==> src/rtl/uart_pkg.sv <==
// Shared UART definitions: receiver state encoding, oversampling constants
// and the baud divider helper. The transmitter picks these up as well.
package uart_pkg;

   typedef enum logic [2:0] {
      IDLE,
      START,
      DATA,
      STOP,
      BREAK
   } state_t;

   localparam int OVERSAMPLE = 16;
   localparam int MID_SAMPLE = 7;

   // Ticks per oversample slot; never below one so a fast baud still ticks.
   function automatic int baud_div(input int clk_freq, input int baud);
      int d;
      d = clk_freq / (baud * OVERSAMPLE);
      return (d < 1) ? 1 : d;
   endfunction

endpackage

==> src/rtl/uart_rx_if.sv <==
// Receive-side byte stream: one-entry holding register with valid/ready,
// plus line status. The receiver is the master; the consumer is the slave.
interface uart_rx_if;
   logic [7:0] data;
   logic       valid;
   logic       ready;
   logic       busy;
   logic       frame_err;
   logic       overrun;

   modport master (
      output data, valid, busy, frame_err, overrun,
      input  ready
   );

   modport slave (
      input  data, valid, busy, frame_err, overrun,
      output ready
   );
endinterface

==> src/rtl/uart_baud_tick.sv <==
// Free-running oversample tick: one-cycle pulse every DIV clocks.
module uart_baud_tick #(
   parameter int DIV = 1
) (
   input  logic i_clk,
   input  logic i_rst,
   output logic o_tick
);
   localparam int            CW   = (DIV > 1) ? $clog2(DIV) : 1;
   localparam logic [CW-1:0] LAST = CW'(DIV - 1);

   logic [CW-1:0] r_cnt;

   // Count 0..DIV-1 and wrap; only reset ever realigns the phase.
   always_ff @(posedge i_clk) begin
      if (i_rst) begin
         r_cnt <= '0;
      end else if (r_cnt == LAST) begin
         r_cnt <= '0;
      end else begin
         r_cnt <= r_cnt + 1'b1;
      end
   end

   assign o_tick = (r_cnt == LAST);
endmodule

==> src/rtl/uart_rx.sv <==
// 8N1 UART receiver, 16x oversampled, majority-voted bits, one-entry
// valid/ready holding register with frame-error and overrun pulses.
//
//  state | meaning
//  IDLE  | line idle, waiting for a low sample (only after line seen high)
//  START | start bit: glitch check at mid sample, then run out the bit
//  DATA  | eight data bits, LSB first, vote on samples 7/8/9
//  STOP  | stop bit, vote on samples 6/7/8, deliver or flag at sample 8
//  BREAK | stop bit was low; wait for the line to return high
module uart_rx
   import uart_pkg::*;
#(
   parameter int CLK_FREQ   = 50_000_000,
   parameter int BAUD       = 115_200,
   parameter int OVERSAMPLE = 16
) (
   input  logic      i_clk,
   input  logic      i_rst,
   input  logic      i_rx,
   uart_rx_if.master io_bus
);
   localparam int         DIV       = baud_div(CLK_FREQ, BAUD);
   localparam logic [3:0] SAMP_MID  = 4'(MID_SAMPLE);
   localparam logic [3:0] SAMP_LAST = 4'(OVERSAMPLE - 1);

   logic       w_tick;
   logic       r_rx_meta;
   logic       r_rx_s;
   logic [1:0] r_flush;
   logic       r_armed;

   state_t     r_state, w_state_nxt;
   logic [3:0] r_samp, w_samp_nxt;
   logic [2:0] r_bit, w_bit_nxt;
   logic [1:0] r_vote, w_vote_nxt;
   logic [7:0] r_shift, w_shift_nxt;
   logic [7:0] r_data, w_data_nxt;
   logic       r_valid, w_valid_nxt;
   logic       r_ferr, w_ferr_nxt;
   logic       r_ovr, w_ovr_nxt;
   logic       w_accept;
   logic       w_maj;

   uart_baud_tick #(.DIV(DIV)) u_tick (
      .i_clk  (i_clk),
      .i_rst  (i_rst),
      .o_tick (w_tick)
   );

   // Two-flop synchronizer. The armed flag only sets once the synchronizer
   // has flushed its reset ones and shows a real high, so a reset landing
   // while the line is low cannot be mistaken for a start edge.
   always_ff @(posedge i_clk) begin
      if (i_rst) begin
         r_rx_meta <= 1'b1;
         r_rx_s    <= 1'b1;
         r_flush   <= 2'b00;
         r_armed   <= 1'b0;
      end else begin
         r_rx_meta <= i_rx;
         r_rx_s    <= r_rx_meta;
         r_flush   <= {r_flush[0], 1'b1};
         if (r_flush[1] && r_rx_s) begin
            r_armed <= 1'b1;
         end
      end
   end

   // FSM and datapath registers.
   always_ff @(posedge i_clk) begin
      if (i_rst) begin
         r_state <= IDLE;
         r_samp  <= '0;
         r_bit   <= '0;
         r_vote  <= '0;
         r_shift <= '0;
         r_data  <= '0;
         r_valid <= 1'b0;
         r_ferr  <= 1'b0;
         r_ovr   <= 1'b0;
      end else begin
         r_state <= w_state_nxt;
         r_samp  <= w_samp_nxt;
         r_bit   <= w_bit_nxt;
         r_vote  <= w_vote_nxt;
         r_shift <= w_shift_nxt;
         r_data  <= w_data_nxt;
         r_valid <= w_valid_nxt;
         r_ferr  <= w_ferr_nxt;
         r_ovr   <= w_ovr_nxt;
      end
   end

   // Next-state logic; the frame only advances on oversample ticks while the
   // handshake is evaluated every clock. START runs its full sixteen slots so
   // DATA slot numbers line up with bit boundaries and slot 8 is mid-bit.
   always_comb begin
      w_state_nxt = r_state;
      w_samp_nxt  = r_samp;
      w_bit_nxt   = r_bit;
      w_vote_nxt  = r_vote;
      w_shift_nxt = r_shift;
      w_data_nxt  = r_data;
      w_valid_nxt = r_valid;
      w_ferr_nxt  = 1'b0;
      w_ovr_nxt   = 1'b0;

      w_accept = r_valid & io_bus.ready;
      w_maj    = (r_vote[0] & r_vote[1]) | (r_vote[0] & r_rx_s) | (r_vote[1] & r_rx_s);

      if (w_accept) begin
         w_valid_nxt = 1'b0;
      end

      if (w_tick) begin
         case (r_state)
            IDLE: begin
               if (r_armed && !r_rx_s) begin
                  w_state_nxt = START;
                  w_samp_nxt  = '0;
               end
            end
            START: begin
               w_samp_nxt = r_samp + 4'd1;
               if (r_samp == SAMP_MID && r_rx_s) begin
                  w_state_nxt = IDLE;
               end else if (r_samp == SAMP_LAST) begin
                  w_state_nxt = DATA;
                  w_samp_nxt  = '0;
                  w_bit_nxt   = '0;
               end
            end
            DATA: begin
               w_samp_nxt = r_samp + 4'd1;
               if (r_samp == SAMP_MID) begin
                  w_vote_nxt[0] = r_rx_s;
               end
               if (r_samp == SAMP_MID + 4'd1) begin
                  w_vote_nxt[1] = r_rx_s;
               end
               if (r_samp == SAMP_MID + 4'd2) begin
                  w_shift_nxt = {w_maj, r_shift[7:1]};
               end
               if (r_samp == SAMP_LAST) begin
                  w_samp_nxt = '0;
                  if (r_bit == 3'd7) begin
                     w_state_nxt = STOP;
                  end else begin
                     w_bit_nxt = r_bit + 3'd1;
                  end
               end
            end
            STOP: begin
               w_samp_nxt = r_samp + 4'd1;
               if (r_samp == SAMP_MID - 4'd1) begin
                  w_vote_nxt[0] = r_rx_s;
               end
               if (r_samp == SAMP_MID) begin
                  w_vote_nxt[1] = r_rx_s;
               end
               if (r_samp == SAMP_MID + 4'd1) begin
                  if (w_maj) begin
                     // an accept on this same cycle frees the slot for the new byte
                     if (r_valid && !w_accept) begin
                        w_ovr_nxt = 1'b1;
                     end else begin
                        w_data_nxt  = r_shift;
                        w_valid_nxt = 1'b1;
                     end
                     w_state_nxt = IDLE;
                  end else begin
                     w_ferr_nxt  = 1'b1;
                     w_state_nxt = BREAK;
                  end
               end
            end
            BREAK: begin
               if (r_rx_s) begin
                  w_state_nxt = IDLE;
               end
            end
            default: begin
               w_state_nxt = IDLE;
            end
         endcase
      end
   end

   assign io_bus.data      = r_data;
   assign io_bus.valid     = r_valid;
   assign io_bus.busy      = (r_state != IDLE);
   assign io_bus.frame_err = r_ferr;
   assign io_bus.overrun   = r_ovr;
endmodule

==> src/flat_wrapper.sv <==
// flat-port wrapper written by rule: the top's interface ports become plain ports
module uart_rx_flat import uart_pkg::*;
#(
   parameter int CLK_FREQ   = 50_000_000,
   parameter int BAUD       = 115_200,
   parameter int OVERSAMPLE = 16
)
  (i_clk, i_rst, i_rx, io_bus_data, io_bus_valid, io_bus_busy, io_bus_frame_err, io_bus_overrun, io_bus_ready);
  uart_rx_if io_bus_i ();
  input  logic i_clk;
  input  logic i_rst;
  input  logic i_rx;
  output wire logic [$bits(io_bus_i.data)-1:0] io_bus_data;
  output wire logic [$bits(io_bus_i.valid)-1:0] io_bus_valid;
  output wire logic [$bits(io_bus_i.busy)-1:0] io_bus_busy;
  output wire logic [$bits(io_bus_i.frame_err)-1:0] io_bus_frame_err;
  output wire logic [$bits(io_bus_i.overrun)-1:0] io_bus_overrun;
  input wire logic [$bits(io_bus_i.ready)-1:0] io_bus_ready;
  assign io_bus_data = io_bus_i.data;
  assign io_bus_valid = io_bus_i.valid;
  assign io_bus_busy = io_bus_i.busy;
  assign io_bus_frame_err = io_bus_i.frame_err;
  assign io_bus_overrun = io_bus_i.overrun;
  assign io_bus_i.ready = io_bus_ready;
  uart_rx #(.CLK_FREQ(CLK_FREQ), .BAUD(BAUD), .OVERSAMPLE(OVERSAMPLE)) u_core (.i_clk(i_clk), .i_rst(i_rst), .i_rx(i_rx), .io_bus(io_bus_i));
endmodule
==> config.mk <==
export PLATFORM = sky130hd
export DESIGN_NAME = uart_rx_flat
export DESIGN_NICKNAME = d
export VERILOG_FILES = /design/src/rtl/uart_pkg.sv /design/src/rtl/uart_rx_if.sv /design/src/rtl/uart_baud_tick.sv /design/src/rtl/uart_rx.sv /design/src/flat_wrapper.sv
export SDC_FILE = /design/constraint.sdc
export NUM_CORES = 1
export LEC_CHECK = 0
export BUFFER_PORTS_ARGS = -buffer_cell sky130_fd_sc_hd__buf_2
export CAP_MARGIN = 20
export CORE_MARGIN = 3
export CORE_UTILIZATION = 40
export DETAILED_ROUTE_END_ITERATION = 10
export PLACE_DENSITY = 0.54
export RECOVER_POWER = 100
export SLEW_MARGIN = 30
export SYNTH_ARGS = -nofsm -noshare
export SYNTH_HDL_FRONTEND = slang
export SYNTH_SLANG_ARGS = --single-unit
==> constraint.sdc <==
create_clock -name i_clk -period 2.2 [get_ports i_clk]
set_clock_uncertainty 0.05 [all_clocks]
set_input_delay 0.22 -clock i_clk [delete_from_list [all_inputs] [get_ports i_clk]]
set_output_delay 0.22 -clock i_clk [all_outputs]
set_load 0.005 [all_outputs]
# Word level (Yosys, flattened, before mapping)

Index checks and enable logic that the tools add are counted.

Bits in registers: 41
Input bits: 4
Word-level logic and storage cells: 106

Add/subtract/negate cells: 3
Equality and inequality tests: 24
Muxes and demuxes: 31
Bitwise logic cells: 11
Reduce and logical (&&, ||, !) cells: 21

Operators by type and width:

| kind                | number |
|---|---|
| $mux 3              | 12 |
| $ne 2x1->1 const B  | 10 |
| $pmux 4 s4          | 1 |
| $pmux 3 s5          | 1 |
| $eq 4x4->1 const B  | 3 |
| $mux 1              | 12 |
| $mux 4              | 3 |
| $eq 4x3->1 const B  | 2 |
| $reduce_and 4->1    | 2 |
| $reduce_and 7->1    | 1 |
| $eq 3x2->1 const B  | 2 |
| $eq 3x3->1 const B  | 2 |
| $pmux 3 s2          | 1 |
| $reduce_and 3->1    | 2 |
| $reduce_and 6->1    | 1 |
| $add 5x1->5 const B | 1 |
| $eq 5x5->1 const B  | 1 |
| $not 1->1           | 5 |
| $reduce_and 5->1    | 1 |
| $reduce_or 5->1     | 1 |
| $add 4x1->4 const B | 1 |
| $and 1x1->1         | 4 |
| $logic_and 1x1->1   | 4 |
| $ne 2x2->1 const B  | 2 |
| other kinds (12)    | 15 |

# Longest topological paths before layout

Gate-level depths: netlist of run 1.

Word-level depth: 8
Gate-level depth with buffers: 7

# Hierarchy

From an unflattened synthesis of run 1, not the netlist that was laid out.

Cells, all modules: 187
Area, all modules: 1870.5 um2

Modules (own cells, without submodules):

| module         | times used | cells each | area an instance (um2) |
|---|---|---|---|
| uart_rx        | 1          | 165        | 1611.5 |
| uart_baud_tick | 1          | 22         | 259.0 |

# Worst setup path before layout of run 1

No wires, ideal clock.

Path type: reg-to-reg
Start: reg u_core.r_bit[0]
End: reg u_core.r_bit[0]
Library setup time: 0.070 ns
Arrival: 1.892 ns
Path slack: 0.188 ns
Cell stages (with the launch flop): 7
Clock period less this slack: 2.012 ns
Path through: dfxtp_1 -> ha_1 -> ha_1 -> or3b_1 -> a2111o_1 -> or3_1 -> a21oi_1

Word-level cells in the longest chain between the ends: 4

Ends and longest elaborated chain:

| item                     | RTL line       | source |
|---|---|---|
| start: declaration       | uart_rx.sv:34  | `logic [2:0] r_bit, w_bit_nxt;` |
| start signal: assignment | uart_rx.sv:84  | `r_bit <= w_bit_nxt;` |
| $add 3x1->3              | uart_rx.sv:149 | `w_bit_nxt = r_bit + 3'd1;` |
| $mux 3                   | uart_rx.sv:146 | `if (r_bit == 3'd7) begin` |
| $mux 3                   | uart_rx.sv:144 | `if (r_samp == SAMP_LAST) begin` |
| $pmux 3 s2               | uart_rx.sv:116 | `case (r_state)` |

Several ways; a longest one is shown, not always the timed one. The select of a mux whose other input is x is not followed.
A chain may end at the register's enable or synchronous reset.

# Final worst setup path of run 1

Same ends and word-level chain as after synthesis.

==> metrics.cfg, run 1 <==
[min_path]
min-delay-start=i_rx
min_path_type=input pin to flip-flop

[grt]
antenna_found_initial=0
grtUsageMet3=0.0467
grt_overflow=0
track_usage=0.141
grt_pass1_wl_mm=6.06
grt_use_met2=0.221
met1_usage=0.180
grt_busiest_layer=met2
grt_pass1_vias=1354
grt_max_degree=28

[drt]
routedWlPerCell_um=13.2
num_vias=1449
post-route-drc-count=0
vias_per_cell=5.27
routed_wl_mm=3.62
postRouteAntennaNets=0
drt_iter0_drc=56
firstDrtPassIters=4

[place]
port_buffers=15
dp_cells=267
dpl-instance-area_um2=2020
dp_hpwl_mm=2.51
gp_congestion=0.762

[cts]
clock-sinks=41
clockBufferDepth=2
cts-root-buf=clkbuf_8
clk_pin_slew_ps=80
post_cts_resized=0
cts_tree=built
cts.hold.buffers_added=0
cts_made_buffers=5
cts_setup_buffers=0
h-tree-depth=2
insertion_delay_ps=290

[timing]
worst_pin_slew_ps=576
period_share=0.969
max_freq_ghz=0.469
hold_viol_final=0
rsz0062_at_grt=false
worst_hold_slack_ps=63.6
slew_headroom=0.616
setup_viol=0
period_needed_ps=2130
drv_slew=0
fin_tns_setup_ps=0

[floorplanning]
die_y_um=74.7
boundaryPins=16
start_util=0.425
die_x_um=74.7
core_area_um2=4440
rows=24
dieArea_um2=5580

[layout]
final_cells=275
layout-drive-gt1-share=0.121
num_antenna_cells=0
syn2layout_area_growth_pct=12.4
final_core_util=0.477
final_nets=234
fillCellCount=438
fin_area_um2=2120

[worst_setup_path]
path_class=flip-flop to flip-flop
cp.required_ps=2380
end_kind=flip-flop
cp_max_fo=4
startpoint=u_core.r_bit[0]
reg2reg_from=u_core.r_bit[0]
cp-start-kind=flip-flop
cp.arrival_ps=2310

[run_status]
status=finished clean

[yosys]
ys_top_cells_by_count=dfxtp_1, nand2_1, mux2i_1, nor2_1, nand3_1
synth_largest_area_cell=dfxtp_1
synth.avg_cell_area_um2=9.16
synth-seq-area-share=0.435
synth_most_common_cell=dfxtp_1
yosys_register_bits=41
synth-edff-count=0
synth_fp_nets=218
yosysTopAreaCellShare=0.435
synth_ff_type=dfxtp_1
synthArstFlopShare=0
synth_area_um2=1890
syn_inst=206
ys_warn_count=0
yosysUniqueCellTypes=39
synth_area_leaders=dfxtp_1, mux2i_1, nand2_1, ha_1, nor2_1

[power_and_ir_drop]
p_int_mw=1.10
swShare=0.212
pwr-share-clk=0.435
powerDensity_nw_per_um2=659
power_frac_comb=0.023
power.leakage_nw=0.777
p_seq_frac=0.542
ir_drop_mv=0.340
switching_power_mw=0.296

[job]
cap_violations=0

==> layer usage <==
| metal | up-vias | wire (um) |
|---|---|---|
| li1 | 747 | - |
| met1 | 673 | 1800 |
| met2 | 25 | 1640 |
| met3 | 4 | 149 |
| met4 | 0 | 31 |
| met5 | - | 0 |
==> power groups by stage <==
stage,Combinational (mW),Sequential [mW],Clock [mW]
3_3_place_gp,0.0313,0.775,0
6_report,0.0321,0.758,0.608
4_1_cts,0.0332,0.758,0.628
3_5_place_dp,0.0331,0.776,0
2_1_floorplan,0.0245,0.774,0
5_1_grt,0.0379,0.760,0.663
==> state kept, by name (all words and copies together), names as in the netlist, 2 cells and up <==
name                 flops
u_core.io_bus.data       8
u_core.r_bit             3
u_core.r_flush           2
u_core.r_samp            4
u_core.r_shift           8
u_core.r_state           3
u_core.r_vote            2
u_core.u_tick.r_cnt      5
==> cell families after synthesis <==
kind of cell               after synthesis  synth area share
xor gates and xnor gates                 3            0.0139
adders and majority gates               10            0.0637
muxes                                   22             0.118
and+or+nand+nor                         92             0.261
AOI/OAI and AO/OA                       21            0.0723
DFF                                     41             0.435
buffers and inverters                   17            0.0358
==> cells in the final DEF, fill, tap and decap left out, types with 8 or more instances in the layout <==
cell,synthesis,final
a21oi_1,8,8
buf_2,3,8
clkbuf_1,9,9
dfxtp_1,41,41
ha_1,8,8
mux2i_1,20,20
nand2_1,28,28
nand3_1,10,10
nor2_1,20,20
==> metrics by stage <==
stage | total power [mW] | worst slack, ps
after floorplan | 0.798 | 188
after global placement | 0.806 | 146
after detailed placement | 0.809 | 105
after CTS | 1.42 | 78.8
after global routing | 1.46 | 16.4
final | 1.40 | 67.5
==> worst max-delay path, cell delays in order, from the launching register on <==
cell and delay [ps]:
dfxtp_1 340, ha_1 210, ha_1 190, or3b_1 400, a2111o_1 430, or3_1 320, a21oi_1 130
==> cell type report <==
cell class	count	area, um2	area share
Tap cell	52	65.1	0.0307
Timing Repair Buffer	21	96.3	0.0454
Clock buffer	5	68.8	0.0324
Multi-Input combinational cell	148	1000	0.474
Sequential cell	41	821	0.387
Clock inverter	3	46.3	0.0218
Inverter	5	18.8	0.00885
==> final timing paths <==
check / endpoint / slack, ps / cells after the start
min reg2reg: u_core.r_rx_s / 360 / 1
max: u_core.r_bit[0] / 70 / 6
min: u_core.r_rx_meta / 60 / 2
max reg2reg: u_core.r_bit[0] / 70 / 6
No activity file was read; power rests on OpenSTA's default activity.
==> run 2, diff against run 1 <==
--- a/config.mk
+++ b/config.mk
@@ -5,6 +5,8 @@
 export SDC_FILE = /design/constraint.sdc
 export NUM_CORES = 1
 export LEC_CHECK = 0
+export ABC_AREA = 1
+export ABC_CLOCK_PERIOD_IN_PS = 2000
 export BUFFER_PORTS_ARGS = -buffer_cell sky130_fd_sc_hd__buf_2
 export CAP_MARGIN = 20
 export CORE_MARGIN = 3
==> constraint.sdc (replaced) <==
create_clock -name i_clk -period 2 [get_ports i_clk]
set_clock_uncertainty 0.05 [all_clocks]
set_input_delay 0.2 -clock i_clk [delete_from_list [all_inputs] [get_ports i_clk]]
set_output_delay 0.2 -clock i_clk [all_outputs]
set_load 0.005 [all_outputs]
==> metrics.cfg, run 2 <==
[run_status]
status=finished clean

[grt]
grt_max_degree=17  ; -39%
grt_pass1_wl_mm=6.86  ; +13%
grt_pass1_vias=1526  ; +13%
grt_overflow=0  ; unchanged
antenna_found_initial=0  ; unchanged
track_usage=0.156  ; +0.0148

[layout]
layout_common_cells=nand2_1, nor2_1, dfxtp_1
final_core_util=0.482  ; +0.00514
fin_area_um2=2190  ; +3.1%
final_common_cell=nand2_1
num_antenna_cells=0  ; unchanged
layout-drive-gt1-share=0.112  ; -0.00921
syn2layout_area_growth_pct=12.3
final_cells=360  ; +31%
fillCellCount=477  ; +8.9%
final_nets=306  ; +31%

[cts]
cts_tree=built
clockBufferDepth=2  ; unchanged
h-tree-depth=2  ; unchanged
cts_setup_buffers=0  ; unchanged
cts_made_buffers=5  ; unchanged
post_cts_resized=0  ; unchanged
clk_pin_slew_ps=80  ; about the same
clock-sinks=41  ; unchanged
cts.hold.buffers_added=0  ; unchanged
cts-root-buf=clkbuf_8
insertion_delay_ps=290  ; about the same

[worst_setup_path]
cp_max_fo=5  ; +1
cp-start-kind=flip-flop
cp_top_family=simple AND/OR/NAND/NOR gates
critical_path.max_stage_delay_ps=350  ; -80 ps
end_kind=flip-flop
critPathBufInv=2  ; +2
slowest_stage=dfxtp_1
path_cells=inv_1 -> ha_1 -> nand4_1 -> nor2_1 -> nand2_1 -> inv_1 -> nand2_1 -> nand2_1 -> nand2_1 -> nor2_1
cp.required_ps=2180  ; -200 ps
cp.arrival_ps=1860  ; -450 ps
critPathMostFrequentCell=nand2_1
path_class=flip-flop to flip-flop

[power_and_ir_drop]
power.leakage_nw=1.09  ; +40%
p_int_mw=1.25  ; +13%
p_total_mw=1.56  ; +11%
pwr-share-clk=0.441  ; +0.006
swShare=0.200  ; -0.0123
switching_power_mw=0.311  ; +4.9%
ir_drop_mv=0.359  ; +5.4%
p_seq_frac=0.536  ; -0.006
powerDensity_nw_per_um2=712  ; +8.0%
power_frac_comb=0.023  ; about the same

[yosys]
synth.avg_cell_area_um2=7.11  ; -22%
synthArstFlopShare=0  ; unchanged
synth_xor_area_frac=0.00450  ; -0.00943
synth-compound-area-share=0.0841  ; +0.0119
ys_warn_count=0  ; unchanged
synthMuxAreaShare=0  ; -0.118
synth-edff-count=0  ; unchanged
synth_fp_nets=286  ; +31%
synthAdderAreaFrac=0.0514  ; -0.0123
synth_ff_type=dfxtp_1
yosys_register_bits=41  ; unchanged
synth_simple_gate_area_share=0.347  ; +0.0862
synth_area_um2=1950  ; +3.2%
synth-seq-area-share=0.421  ; -0.0137
synth_area_leaders=dfxtp_1, nand2_1, nor2_1, inv_1, ha_1
yosysTopAreaCellShare=0.421  ; -0.0137
yosysUniqueCellTypes=29  ; -26%
synth_most_common_cell=nand2_1
syn_inst=274  ; +33%
synth_largest_area_cell=dfxtp_1
synth_top_family_by_area=simple AND/OR/NAND/NOR gates
ys_top_cells_by_count=nand2_1, nor2_1, dfxtp_1, inv_1, nand3_1

[drt]
postRouteAntennaNets=0  ; unchanged
drt_iter0_drc=121  ; +120%
vias_per_cell=4.64  ; -12%
post-route-drc-count=0  ; unchanged
routedWlPerCell_um=10.9  ; -17%
firstDrtPassIters=4  ; unchanged
num_vias=1671  ; +15%
routed_wl_mm=3.92  ; +8.2%

[timing]
worst_hold_slack_ps=45.8  ; -17.8 ps
rsz0062_at_grt=false
setup_viol=0  ; unchanged
max_freq_ghz=0.595  ; +27%
drv_slew=0  ; unchanged
worst_slack_ps=318  ; +251 ps
fin_tns_setup_ps=0  ; unchanged
period_needed_ps=1680  ; -451 ps
slew_headroom=0.699  ; +0.0834
hold_viol_final=0  ; unchanged
period_share=0.841  ; -0.129
worst_pin_slew_ps=451  ; -124 ps

[min_path]
min_path_type=input pin to flip-flop

[job]
cap_violations=0  ; unchanged

[floorplanning]
dieArea_um2=5740  ; +3.0%
die_y_um=75.8  ; +1.5%
start_util=0.430  ; +0.00509
core_area_um2=4530  ; +2.0%
boundaryPins=16  ; unchanged
die_x_um=75.8  ; +1.5%
rows=24  ; unchanged

[place]
dp_cells=352  ; +32%
gp_congestion=0.871  ; +14%
pre_cts_ws_ps=323  ; +219 ps
dp_hpwl_mm=2.98  ; +19%
dpl-instance-area_um2=2090  ; +3.4%
port_buffers=15  ; unchanged

## run 2: cell count changes after synthesis, moves of 5 or more
| cell | before | now |
|---|---|---|
| clkbuf_1 | 9 | 2 |
| a21oi_1 | 8 | 15 |
| nand2_1 | 28 | 60 |
| nor2_1 | 20 | 51 |
| mux2i_1 | 20 | 0 |
| inv_1 | 5 | 31 |
| o21ai_0 | 3 | 11 |
| inv_2 | 0 | 5 |
| nand3_1 | 10 | 20 |
## run 2: routing by layer
metal / up-vias / wire length [um] / global-route usage
li1: 899 / - / -
met5: - / 0 / 0
met3: 9 / 163 / 0.0396
met1: 725 / 2020 / 0.221
met4: 0 / 82 / 0.0524
met2: 38 / 1650 / 0.228
## run 2: worst register-to-register path, stage by stage, from the launching register on
cell and delay, ps:
dfxtp_1 350, inv_1 60, ha_1 150, nand4_1 240, nor2_1 210, nand2_1 160
inv_1 150, nand2_1 60, nand2_1 50, nand2_1 50, nor2_1 90
## run 2: cells by family after synthesis
group,Yosys count
simple gates,151
buf+inv,42
flops,41
compound gates,31
fa+ha+maj,8
xor+xnor,1
## run 2: final cells by class
cell class	instances	area [um2]	share of cell area
sequential	41	821	0.375
clock buffer	7	86.3	0.0395
timing repair buffer	19	91.3	0.0418
tap	65	81.3	0.0372
clock inverter	1	30.0	0.0137
inverter	36	135	0.0618
multi-input combinational	191	942	0.431
## run 2: worst paths after layout
kind / end / cells past startpoint / slack [ps] / startpoint
worst max-delay path: u_core.r_samp[2] / 10 / 320 / u_core.u_tick.r_cnt[0]
worst min register to register: u_core.r_flush[1] / 2 / 350 / u_core.r_flush[0]
worst min-delay path: u_core.r_rx_meta / 2 / 50 / i_rx
worst max register to register: u_core.r_samp[2] / 10 / 320 / u_core.u_tick.r_cnt[0]
## run 2: power groups by stage
stage	sequential, mW	combinational (mW)	clock [mW]
6_report	0.834	0.0360	0.687
5_1_grt	0.835	0.0429	0.739
4_1_cts	0.834	0.0381	0.713
3_5_place_dp	0.853	0.0379	0
3_3_place_gp	0.852	0.0376	0
2_1_floorplan	0.850	0.0288	0
==> run 3, diff against run 2 <==
--- a/config.mk
+++ b/config.mk
@@ -5,14 +5,14 @@
 export SDC_FILE = /design/constraint.sdc
 export NUM_CORES = 1
 export LEC_CHECK = 0
-export ABC_AREA = 1
-export ABC_CLOCK_PERIOD_IN_PS = 2000
+export ABC_AREA = 0
+export ABC_CLOCK_PERIOD_IN_PS = 1400
 export BUFFER_PORTS_ARGS = -buffer_cell sky130_fd_sc_hd__buf_2
 export CAP_MARGIN = 20
 export CORE_MARGIN = 3
 export CORE_UTILIZATION = 40
 export DETAILED_ROUTE_END_ITERATION = 10
-export PLACE_DENSITY = 0.54
+export PLACE_DENSITY = 0.56
 export RECOVER_POWER = 100
 export SLEW_MARGIN = 30
 export SYNTH_ARGS = -nofsm -noshare
==> constraint.sdc (replaced) <==
create_clock -name i_clk -period 1.4 [get_ports i_clk]
set_clock_uncertainty 0.05 [all_clocks]
set_input_delay 0.14 -clock i_clk [delete_from_list [all_inputs] [get_ports i_clk]]
set_output_delay 0.14 -clock i_clk [all_outputs]
set_load 0.005 [all_outputs]
==> metrics.cfg, run 3 (same netlist as run 1, synthesis figures left out) <==
[cts]
clock-sinks=41  ; unchanged
clk_pin_slew_ps=80  ; about the same
cts_made_buffers=5  ; unchanged
h-tree-depth=2  ; unchanged
cts-root-buf=clkbuf_8
clockBufferDepth=2  ; unchanged
cts_tree=built
insertion_delay_ps=300  ; about the same

[grt]
antenna_found_initial=0  ; unchanged
track_usage=0.171  ; +0.0150
grt_max_degree=28  ; +11
grt_pass1_vias=1591  ; +4.3%
grt_overflow=0  ; unchanged
grt_pass1_wl_mm=7.22  ; +5.3%

[timing]
drv_slew=0  ; unchanged
worst_pin_slew_ps=561  ; +110 ps
hold_viol_final=0  ; unchanged
slew_headroom=0.626  ; -0.0735
rsz0062_at_grt=true
worst_slack_ps=-572  ; -891 ps
setup_viol=31  ; +31
period_share=1.41  ; +0.568
period_needed_ps=1970  ; +291 ps
max_freq_ghz=0.507  ; -15%

[place]
port_buffers=15  ; unchanged
gp_congestion=0.824  ; -5.4%
dp_hpwl_mm=3.04  ; +2.1%
dp_cells=298  ; -15%
pre_cts_ws_ps=-634  ; -958 ps

[worst_setup_path]
cp-start-kind=flip-flop
r2r_cells=6  ; -4
path_class=flip-flop to flip-flop
end_kind=flip-flop
cp_max_fo=2  ; -3
reg2reg_slack_ps=-570  ; -890 ps
cp.required_ps=1570  ; -610 ps
cp.arrival_ps=2140  ; +280 ps

[drt]
routedWlPerCell_um=13.6  ; +25%
postRouteAntennaNets=0  ; unchanged
firstDrtPassIters=4  ; unchanged
routed_wl_mm=4.33  ; +11%
vias_per_cell=5.25  ; +13%
num_vias=1670  ; -0.060%
drt_iter0_drc=83  ; -31%
post-route-drc-count=0  ; unchanged

[layout]
final_nets=277  ; -9.5%
syn2layout_area_growth_pct=42.5
layout-drive-gt1-share=0.372  ; +0.260
num_antenna_cells=0  ; unchanged
final_common_cell=dfxtp_1
layout_common_cells=dfxtp_1, buf_4, nand2_1
final_cells=318  ; -12%

[floorplanning]
die_y_um=74.7  ; -1.5%
core_area_um2=4440  ; -2.0%
start_util=0.425  ; -0.00509
die_x_um=74.7  ; -1.5%
boundaryPins=16  ; unchanged
rows=24  ; unchanged
dieArea_um2=5580  ; -2.9%

[power_and_ir_drop]
power.leakage_nw=1.03  ; -5.0%
ir_drop_mv=0.554  ; +55%
powerDensity_nw_per_um2=828  ; +16%

[min_path]
min_delay_path_depth=3  ; +1
min_path_type=input pin to flip-flop

[run_status]
violations=negative setup slack
status=finished, violations left

[job]
cap_violations=0  ; unchanged

==> run 3: where the power goes <==
part           internal (mW)  switching [mW]  total (mW)
Sequential              1.18         0.00911        1.19
Combinational         0.0356          0.0410      0.0766
Clock                  0.534           0.427       0.960
Total                   1.75           0.477        2.23
==> run 3: layout make-up <==
| class | instances | area [um2] |
|---|---|---|
| fillers | 404 | 1760 |
| multi-input cells | 148 | 1150 |
| flip-flops and latches | 41 | 830 |
| repair buffers | 64 | 504 |
| clock buffers | 5 | 68.8 |
| well taps | 52 | 65.1 |
| clock inverters | 3 | 46.3 |
| inverters | 5 | 23.8 |
==> run 3: critical path, stage by stage (launching register included) <==
cell	delay, ps
dfxtp_2	340
ha_4	160
ha_4	150
or3b_4	380
a2111o_1	380
or3_1	310
a21oi_1	130
==> run 3: worst paths after layout <==
kind | endpoint | start
max | u_core.r_bit[0] | u_core.r_bit[0]
max reg2reg | u_core.r_bit[0] | u_core.r_bit[0]
min reg2reg | u_core.r_rx_s | u_core.r_rx_meta
min | u_core.io_bus.overrun | io_bus_ready
==> run 3: layer usage <==
layer	track usage	wire length (um)	vias up
met4	0.0613	66	0
met5	0	0	-
met2	0.293	2210	23
met3	0.0414	132	6
li1	-	-	830
met1	0.208	1920	811
==> run 3: what timing repair did <==
item                                    in CTS  in global routing
resized for setup                           38                 10
endpoints found under the hold margin        1                  0
cloned                                       0                  0
pin swaps                                   27                 15
buffers inserted                            10                  3
hold buffers                                 1                  0
endpoints found under the setup margin      31                 31
==> run 3: stage by stage <==
step           hold WS (ps)  utilization  setup TNS, ps  area, um2  total power, mW
6_report               98.1        0.605         -10280       2690             2.23
5_1_grt                 117        0.605         -13070       2690             2.31
4_1_cts                95.5        0.595          -9270       2650             2.25
3_5_place_dp            281        0.517         -11620       2300             1.29
3_3_place_gp            276        0.517         -10530       2300             1.28
2_1_floorplan           194            -          -6260       1940             1.25
